--- config.mk ---
export PLATFORM = sky130hd
export DESIGN_NAME = spi_ram_ctrl_flat
export DESIGN_NICKNAME = d
export VERILOG_FILES = /design/src/rtl/spi_pkg.sv /design/src/rtl/spi_ram_ctrl_if.sv /design/src/rtl/spi_ram_mem.sv /design/src/rtl/spi_ram_ctrl.sv /design/src/flat_wrapper.sv
export SDC_FILE = /design/constraint.sdc
export NUM_CORES = 2
export LEC_CHECK = 0
export BUFFER_PORTS_ARGS = -buffer_cell sky130_fd_sc_hd__clkbuf_2
export CAP_MARGIN = 20
export CORE_ASPECT_RATIO = 0.9
export CORE_MARGIN = 2
export CORE_UTILIZATION = 58
export CTS_BUF_LIST = sky130_fd_sc_hd__clkbuf_8
export CTS_CLUSTER_DIAMETER = 100
export DETAILED_ROUTE_END_ITERATION = 6
export GPL_TIMING_DRIVEN = 0
export PLACE_DENSITY = 0.74
export SYNTH_ARGS = -nofsm -noshare
export SYNTH_HDL_FRONTEND = slang
export SYNTH_HIERARCHICAL = 1
export SYNTH_SLANG_ARGS = --single-unit
--- constraint.sdc ---
create_clock -name clk -period 3.45 [get_ports clk]
set_input_delay 0.69 -clock clk [delete_from_list [all_inputs] [get_ports clk]]
set_output_delay 0.69 -clock clk [all_outputs]
set_load 0.03 [all_outputs]
--- src/rtl/spi_pkg.sv ---
// Shared command encoding and widths for the SPI slave / RAM controller pair.
package spi_pkg;

    localparam int CMD_W  = 10;
    localparam int DATA_W = 8;

    typedef enum logic [1:0] {
        CMD_WR_ADDR = 2'b00,
        CMD_WR_DATA = 2'b01,
        CMD_RD_ADDR = 2'b10,
        CMD_RD_DATA = 2'b11
    } cmd_e;

endpackage

--- src/rtl/spi_ram_ctrl_if.sv ---
// Command / read-data link between the SPI slave (master side) and the RAM controller.
interface spi_ram_ctrl_if;
    import spi_pkg::*;

    logic [CMD_W-1:0]  din;
    logic              rx_valid;
    logic [DATA_W-1:0] dout;
    logic              tx_valid;
    logic              err;

    modport master (output din, rx_valid, input dout, tx_valid, err);
    modport slave  (input din, rx_valid, output dout, tx_valid, err);
endinterface

--- src/rtl/spi_ram_mem.sv ---
// MEM_DEPTH x DATA_W single-port array: synchronous write, registered read.
module spi_ram_mem
    import spi_pkg::*;
#(
    parameter int MEM_DEPTH = 256,
    parameter int ADDR_SIZE = 8
) (
    input  logic                 clk,
    input  logic                 rst,
    input  logic                 we,
    input  logic [ADDR_SIZE-1:0] waddr,
    input  logic [DATA_W-1:0]    wdata,
    input  logic                 re,
    input  logic [ADDR_SIZE-1:0] raddr,
    output logic [DATA_W-1:0]    rdata
);
    localparam int AW = (MEM_DEPTH > 1) ? $clog2(MEM_DEPTH) : 1;

    logic [DATA_W-1:0] mem [MEM_DEPTH];

    always_ff @(posedge clk) begin
        if (we) mem[waddr[AW-1:0]] <= wdata;
    end

    // The read register doubles as the controller's dout, so it alone is reset.
    always_ff @(posedge clk) begin
        if (rst)     rdata <= '0;
        else if (re) rdata <= mem[raddr[AW-1:0]];
    end

    // Pointers never exceed MEM_DEPTH-1, so the upper bits carry no information.
    generate
        if (AW < ADDR_SIZE) begin : g_hi
            logic unused_hi;
            assign unused_hi = ^{waddr[ADDR_SIZE-1:AW], raddr[ADDR_SIZE-1:AW]};
        end
    endgenerate
endmodule

--- src/rtl/spi_ram_ctrl.sv ---
// Command decoder for the SPI-attached RAM: address/data pointers, read return, error pulse.
module spi_ram_ctrl
    import spi_pkg::*;
#(
    parameter int MEM_DEPTH = 256,
    parameter int ADDR_SIZE = 8
) (
    input  logic          clk,
    input  logic          rst,
    spi_ram_ctrl_if.slave bus
);
    localparam logic [ADDR_SIZE:0]   DEPTH_X = (ADDR_SIZE+1)'(MEM_DEPTH);
    localparam logic [ADDR_SIZE-1:0] LAST    = ADDR_SIZE'(MEM_DEPTH - 1);

    cmd_e                 op;
    logic [DATA_W-1:0]    payload;
    logic                 addr_ok;
    logic [ADDR_SIZE-1:0] wr_ptr, rd_ptr, wr_ptr_nx, rd_ptr_nx;
    logic                 wr_vld, rd_vld, wr_vld_nx, rd_vld_nx;
    logic                 we, re, err_nx, tx_valid_q, err_q;

    assign op      = cmd_e'(bus.din[CMD_W-1:DATA_W]);
    assign payload = bus.din[DATA_W-1:0];
    assign addr_ok = {1'b0, payload} < DEPTH_X;

    function automatic logic [ADDR_SIZE-1:0] next_ptr(input logic [ADDR_SIZE-1:0] p);
        return (p == LAST) ? '0 : p + 1'b1;
    endfunction

    always_comb begin
        wr_ptr_nx = wr_ptr;
        rd_ptr_nx = rd_ptr;
        wr_vld_nx = wr_vld;
        rd_vld_nx = rd_vld;
        we        = 1'b0;
        re        = 1'b0;
        err_nx    = 1'b0;
        // Gating on rst keeps a command in the reset cycle from touching memory.
        if (bus.rx_valid && !rst) begin
            unique case (op)
                CMD_WR_ADDR: if (addr_ok) begin
                    wr_ptr_nx = payload;
                    wr_vld_nx = 1'b1;
                end else err_nx = 1'b1;
                CMD_WR_DATA: if (wr_vld) begin
                    we        = 1'b1;
                    wr_ptr_nx = next_ptr(wr_ptr);
                end else err_nx = 1'b1;
                CMD_RD_ADDR: if (addr_ok) begin
                    rd_ptr_nx = payload;
                    rd_vld_nx = 1'b1;
                end else err_nx = 1'b1;
                CMD_RD_DATA: if (rd_vld) begin
                    re        = 1'b1;
                    rd_ptr_nx = next_ptr(rd_ptr);
                end else err_nx = 1'b1;
            endcase
        end
    end

    always_ff @(posedge clk) begin
        if (rst) begin
            wr_ptr     <= '0;
            rd_ptr     <= '0;
            wr_vld     <= 1'b0;
            rd_vld     <= 1'b0;
            tx_valid_q <= 1'b0;
            err_q      <= 1'b0;
        end else begin
            wr_ptr     <= wr_ptr_nx;
            rd_ptr     <= rd_ptr_nx;
            wr_vld     <= wr_vld_nx;
            rd_vld     <= rd_vld_nx;
            tx_valid_q <= re;
            err_q      <= err_nx;
        end
    end

    spi_ram_mem #(
        .MEM_DEPTH(MEM_DEPTH),
        .ADDR_SIZE(ADDR_SIZE)
    ) u_mem (
        .clk  (clk),
        .rst  (rst),
        .we   (we),
        .waddr(wr_ptr),
        .wdata(payload),
        .re   (re),
        .raddr(rd_ptr),
        .rdata(bus.dout)
    );

    assign bus.tx_valid = tx_valid_q;
    assign bus.err      = err_q;
endmodule

--- src/flat_wrapper.sv ---
// flat-port wrapper written by rule: the top's interface ports become plain ports
module spi_ram_ctrl_flat import spi_pkg::*;
#(
    parameter int MEM_DEPTH = 256,
    parameter int ADDR_SIZE = 8
)
  (clk, rst, bus_din, bus_rx_valid, bus_dout, bus_tx_valid, bus_err);
  spi_ram_ctrl_if bus_i ();
  input  logic clk;
  input  logic rst;
  input wire logic [$bits(bus_i.din)-1:0] bus_din;
  input wire logic [$bits(bus_i.rx_valid)-1:0] bus_rx_valid;
  output wire logic [$bits(bus_i.dout)-1:0] bus_dout;
  output wire logic [$bits(bus_i.tx_valid)-1:0] bus_tx_valid;
  output wire logic [$bits(bus_i.err)-1:0] bus_err;
  assign bus_i.din = bus_din;
  assign bus_i.rx_valid = bus_rx_valid;
  assign bus_dout = bus_i.dout;
  assign bus_tx_valid = bus_i.tx_valid;
  assign bus_err = bus_i.err;
  spi_ram_ctrl #(.MEM_DEPTH(MEM_DEPTH), .ADDR_SIZE(ADDR_SIZE)) u_core (.clk(clk), .rst(rst), .bus(bus_i));
endmodule
# Word level (Yosys, flattened, before mapping)
# Memory sizes are Yosys's and may differ from the RTL's. A register that Yosys moved wholly into a read port is not among the register bits.
# Cells that the tools add are included.
[word_totals]
ff_bits = 20
latch_bits = 0
ramBits = 2048
romBits = 0
inputBits = 13
word_cells = 45
n_memories = 1
[classes]
add_sub_neg = 2
mul = 0
div_mod_pow = 0
n_lt_le_gt_ge = 0
n_eq_ne = 7
n_shift = 0
muxes = 17
bitwise = 1
n_reduce_logical = 11
[memory_table]
columns = ["name", "words", "word_bits", "rd", "rd_clocked_by_memory_dff", "wr", "line", "source"]
rows = [
  ["u_core.u_mem.mem", 256, 8, 1, 1, 1, "spi_ram_mem.sv:19", "logic [DATA_W-1:0] mem [MEM_DEPTH];"],
]
[ops]
columns = ["op", "n"]
rows = [
  ["8-bit 2-to-1 mux", 4],
  ["8-bit case mux with 2 select lines", 2],
  ["8-bit by 1-bit adder with 8-bit output, second input constant", 2],
  ["8-bit == test, second input constant", 2],
  ["1-bit 2-to-1 mux", 10],
  ["3-bit AND reduction", 2],
  ["2-bit == test, second input constant", 2],
  ["2-bit by 1-bit != test with 1-bit output, second input constant", 2],
  ["2-bit AND reduction", 2],
  ["2-bit nonzero test", 2],
  ["2-bit OR reduction", 2],
  ["1-bit case mux with 3 select lines", 1],
  ["2-bit by 1-bit == test with 1-bit output, second input constant", 1],
  ["2-bit logical NOT", 1],
  ["1-bit logical AND", 1],
  ["1-bit logical NOT", 1],
  ["1-bit NOT", 1],
]

# Depth between registers and ports, before layout
[depth]
word_depth = 5
depth_mapped = 13

# Modules after synthesis
# The synthesis kept the hierarchy.
[modules_own_cells]
columns = ["module", "instances", "cells_each", "area_each_um2", "seq_area_each_um2"]
rows = [
  ["spi_ram_mem", 1, 3938, 80524.7, 61659.1],
  ["spi_ram_ctrl", 1, 157, 1226.2, 400.4],
]

# Least setup slack after synthesis
# OpenSTA, ideal clock, no wires.
[synth_timing]
path_type = "input port to flip-flop"
start = "input bus_din[9]"
end = "memory u_core.u_mem.mem[234][0] (enable)"
setup_ns = 0.370
arrival_ns = 2.581
t_required_ns = 3.080
path_slack_ns = 0.498
path_stages = 8
path_buffers = 4
path_cell_list = "buf_6 and2b_1 and3_1 clkbuf_1 buf_1 nand3_1 clkbuf_1 nor2_1"
[synth_via]
elab_chain_cells = 5
[synth_rtl]
columns = ["element", "line", "source"]
rows = [
  ["start: declaration", "flat_wrapper.sv:11", "input wire logic [$bits(bus_i.din)-1:0] bus_din;"],
  ["2-bit by 1-bit == test with 1-bit output", "spi_ram_ctrl.sv:40", "unique case (op)"],
  ["1-bit 2-to-1 mux", "spi_ram_ctrl.sv:40", ""],
  ["1-bit 2-to-1 mux", "spi_ram_ctrl.sv:39", "if (bus.rx_valid && !rst) begin"],
  ["via u_core.we", "spi_ram_ctrl.sv:20", "logic we, re, err_nx, tx_valid_q, err_q;"],
  ["1-bit 2-to-1 mux", "spi_ram_mem.sv:22", "if (we) mem[waddr[AW-1:0]] <= wdata;"],
  ["1-bit 2-to-1 mux (not written as such)", "spi_ram_mem.sv:22", ""],
  ["end: declaration", "spi_ram_mem.sv:19", ""],
]
# The timed path passes the listed nets, and every way through them passes these cells.

# Final worst setup path
[layout_timing]
start = "register u_core.wr_ptr[5]"
end = "memory u_core.u_mem.mem[169][5] (enable)"
[layout_lines]
columns = ["element", "line", "source"]
rows = [
  ["start: declaration", "spi_ram_ctrl.sv:18", "logic [ADDR_SIZE-1:0] wr_ptr, rd_ptr, wr_ptr_nx, rd_ptr_nx;"],
  ["start signal: assignment", "spi_ram_ctrl.sv:70", "wr_ptr <= wr_ptr_nx;"],
]
# No word-level cell before the write port.

==> run metrics <==
largest fanout on the critical path=12; initial antenna violation count=34; Seq/Total Area, Yosys=0.759; power share of the clock group=0.383; Area Growth Syn to Fin=15.2%; clk root buf=clkbuf_8; hold path depth=4; post-synthesis adder-cell area fraction=0.000306; final setup margin=-0.292 ns; worst-margin pin slew=roughly 1.4 ns; combinational power share=0.054; number of synthesized register bits=slightly above 2k; largest family of logic cells by synthesized area=multiplexers; Finish-stage setup viols=a little over 500; worst-case reg-to-reg path depth=4; gp weighted congestion=roughly 1.1; startpoint types=flip-flop; All-Layer GR Usage=0.472; clk_skew=~0.065 ns; area of the die=around 140000 µm²; synth top area cells=edfxtp_1, mux4_2, mux2i_1; synth cell count leaders=edfxtp_1, mux4_2, nor2_1; post-layout util=0.674; top-level port count=23; Num CTS Buffers=between 300 and 400; WP data arrival=between 4 and 5 ns; Post-synth EDFFs=approximately 2k; Synth top area share=0.752; Clock Tree Buf Depth=4; first-pass GRT wire length=432000 µm; IO Port Bufs=21; switching share of power=0.233; clock sinks=2076; First DRT Iteration DRCs=10.0k; post-synthesis simple-gate area fraction=0.0346; Max stage delay on crit path=a little under 1 ns; Slew headroom=0.0807; Die X=400 µm; data required time at the worst endpoint=4.07 ns; WS Path Type=reg2reg; P_leak=28.9 nW; total power=approximately 49 mW; XOR/XNOR share of the synthesized area=0.000107; maximum capacitance violations=0; WP depth=4; Peak Freq=between 200 and 300 MHz; Yosys top cell by area=edfxtp_1; Detailed Place HPWL=approximately 220000 µm; asr flop ratio synth=0; Final Slew Violations=0; synthesized cell area=81800 µm²; internal power=between 30 and 40 mW; fin crit period=approximately 3.7 ns; Core Footprint=between 100000 and 150000 µm²; met1 usage=0.611; initial core utilization=0.585; multiplexer share of the synthesized area=0.145; Compound-Gate Fraction of Synth Area=0.0383; GRT met3 Usage=0.228; Primary FF master, synth=edfxtp_1; WL per Instance=50.5 µm; sequential fraction of design power=0.563; crit path cell chain=nor2b_1 -> nand3_1 -> clkbuf_1 -> nor2_1; CTS tree=done; Worst path slowest cell=nor2_1; met2 Resource Use GR=0.626; layout cells sized above 1=0.297; Power Dens Cells=approximately 520 nW/µm²; count of cell types in the netlist=73; fin crit share=1.08; Mean Syn Cell Area=roughly 20 µm²; Vias/cell=about 7.7; Synth Warn #=6; 1st-pass router iterations=6; Die Y=360 µm; failing checks=setup timing; DR vias=51.3k; Row Count=130; clk_lat worst skew=about 1.1 ns; vias in the first global route=46.0k; sw power=approximately 11 mW; Fin. Hold Viols=0; RSZ-0062 raised after global routing=yes; Worst VDD drop=0.416 mV; Mapped Cells=about 4.1k; pin count of the biggest net entering global routing=around 150; routed wire length=roughly 340000 µm; fin nets=4601; hold_ws=~0.083 ns; Post-DRT Antenna Nets=0; Post-Place Setup Slack=-2.25 ns; Post-Syn Nets=between 4k and 5k; H-tree depth=5; DRC violations left=0; CP top delay family=simple AND/OR/NAND/NOR gates; min-delay worst type=in2reg; Clock Pin Slew Worst Setup and Hold Paths=~0.060 ns; most frequent cell after synthesis=edfxtp_1; GRT busiest layer=met2; status=finished with violations; Crit. End Element=flip-flop; GRT overflow=0; worst path bufs/invs=1
[layout make-up]
class	count	area, µm²
Sequential cell	2076	62100
Clock buffer	341	4690
Buffer	247	2920
Inverter	11	47.5
Tap cell	1848	2310
Clock inverter	215	952
Fill cell	8976	45500
Multi-Input combinational cell	1756	19200
Antenna cell	21	52.6
Timing Repair Buffer	159	1950
[per-stage QoR]
step | instance area [µm²] | std cells | TNS [ns]
final | 94200 | 6674 | -50.63
after global placement | 84200 | 5964 | -6067.38
after floorplan | 81800 | 4095 | 0
after global routing | 94100 | 6654 | -7.18
after CTS | 93300 | 6612 | -3.23
after detailed placement | 85500 | 6034 | -1813.06
[cells in the final DEF, fill, tap and decap left out, types with 26 or more instances in the layout]
cell type     n
nor2_4       34
o22ai_1      97
o21ai_0      28
a211oi_1     26
nor2_1      113
o221ai_1     41
clkinv_2     27
clkbuf_2     45
inv_1       110
buf_12       53
nand2_1     117
clkinv_1     76
buf_8        45
clkbuf_1     34
mux4_1       38
dfxtp_1      26
buf_16       40
buf_4        79
buf_6        33
edfxtp_1   2048
nand3_1      47
mux2i_1     270
a22oi_1      45
clkbuf_8    366
nor2_2      155
a21oi_1      52
mux4_2      354
[worst paths after layout]
path / end / startpoint / slack [ns]
max: u_core/u_mem/mem[169][5]$_DFFE_PP_ / u_core/wr_ptr[5]$_SDFFE_PP0P_ / -0.29
min: u_core/wr_ptr[2]$_SDFFE_PP0P_ / rst / 0.08
max reg2reg: u_core/u_mem/mem[169][5]$_DFFE_PP_ / u_core/wr_ptr[5]$_SDFFE_PP0P_ / -0.29
min reg2reg: u_core/u_mem/rdata[2]$_SDFFE_PP0P_ / u_core/u_mem/rdata[2]$_SDFFE_PP0P_ / 0.49
[repair_timing]
item,in CTS,in global routing
hold endpoints to repair,3,0
hold buffers,4,0
pin swaps,12,11
buffers inserted,20,44
gates resized for setup,548,151
setup endpoints to repair,1364,647
[registers in the layout, indices dropped and copies added, names as in the netlist]
name and flops:
u_core/u_mem/rdata 8, u_core/wr_ptr 8, u_core/bus.tx_valid 1, u_core/wr_vld 1
u_core/u_mem/mem 2048, u_core/rd_ptr 8, u_core/bus.err 1, u_core/rd_vld 1
[layer usage]
metal  wire, µm  vias to the layer above
li1           -                    18000
met1     108000                    26300
met2     136000                     5637
met3      62200                     1277
met4      29400                       30
met5        629                        -
[tightest hold or removal path, delay by kind of cell]
family          cells  cell delay, ns
buf+inv             1            0.16
simple gates        2            0.16
compound gates      1            0.05
[logic make-up (layout without fill, tap and decap cells)]
family,after synthesis,after routing
AO/OA/AOI/OAI,442,442
XOR/XNOR,1,1
adder cells (fa/ha/maj),2,2
buffers and inverters,263,973
flip-flops,2076,2076
multiplexers,676,676
other,0,21
AND/OR/NAND/NOR,635,635
[power groups by stage]
| stage | Sequential [mW] | Combinational, mW | Clock, mW |
|---|---|---|---|
| finish | 27.7 | 2.67 | 18.9 |
| global route | 27.7 | 2.59 | 19.9 |
| CTS | 27.7 | 2.45 | 18.9 |
| detailed placement | 28.3 | 2.33 | 0 |
| global placement | 28.4 | 2.22 | 0 |
| floorplan | 28.3 | 0.892 | 0 |
Note: power is estimated with default switching activity, not from simulation.
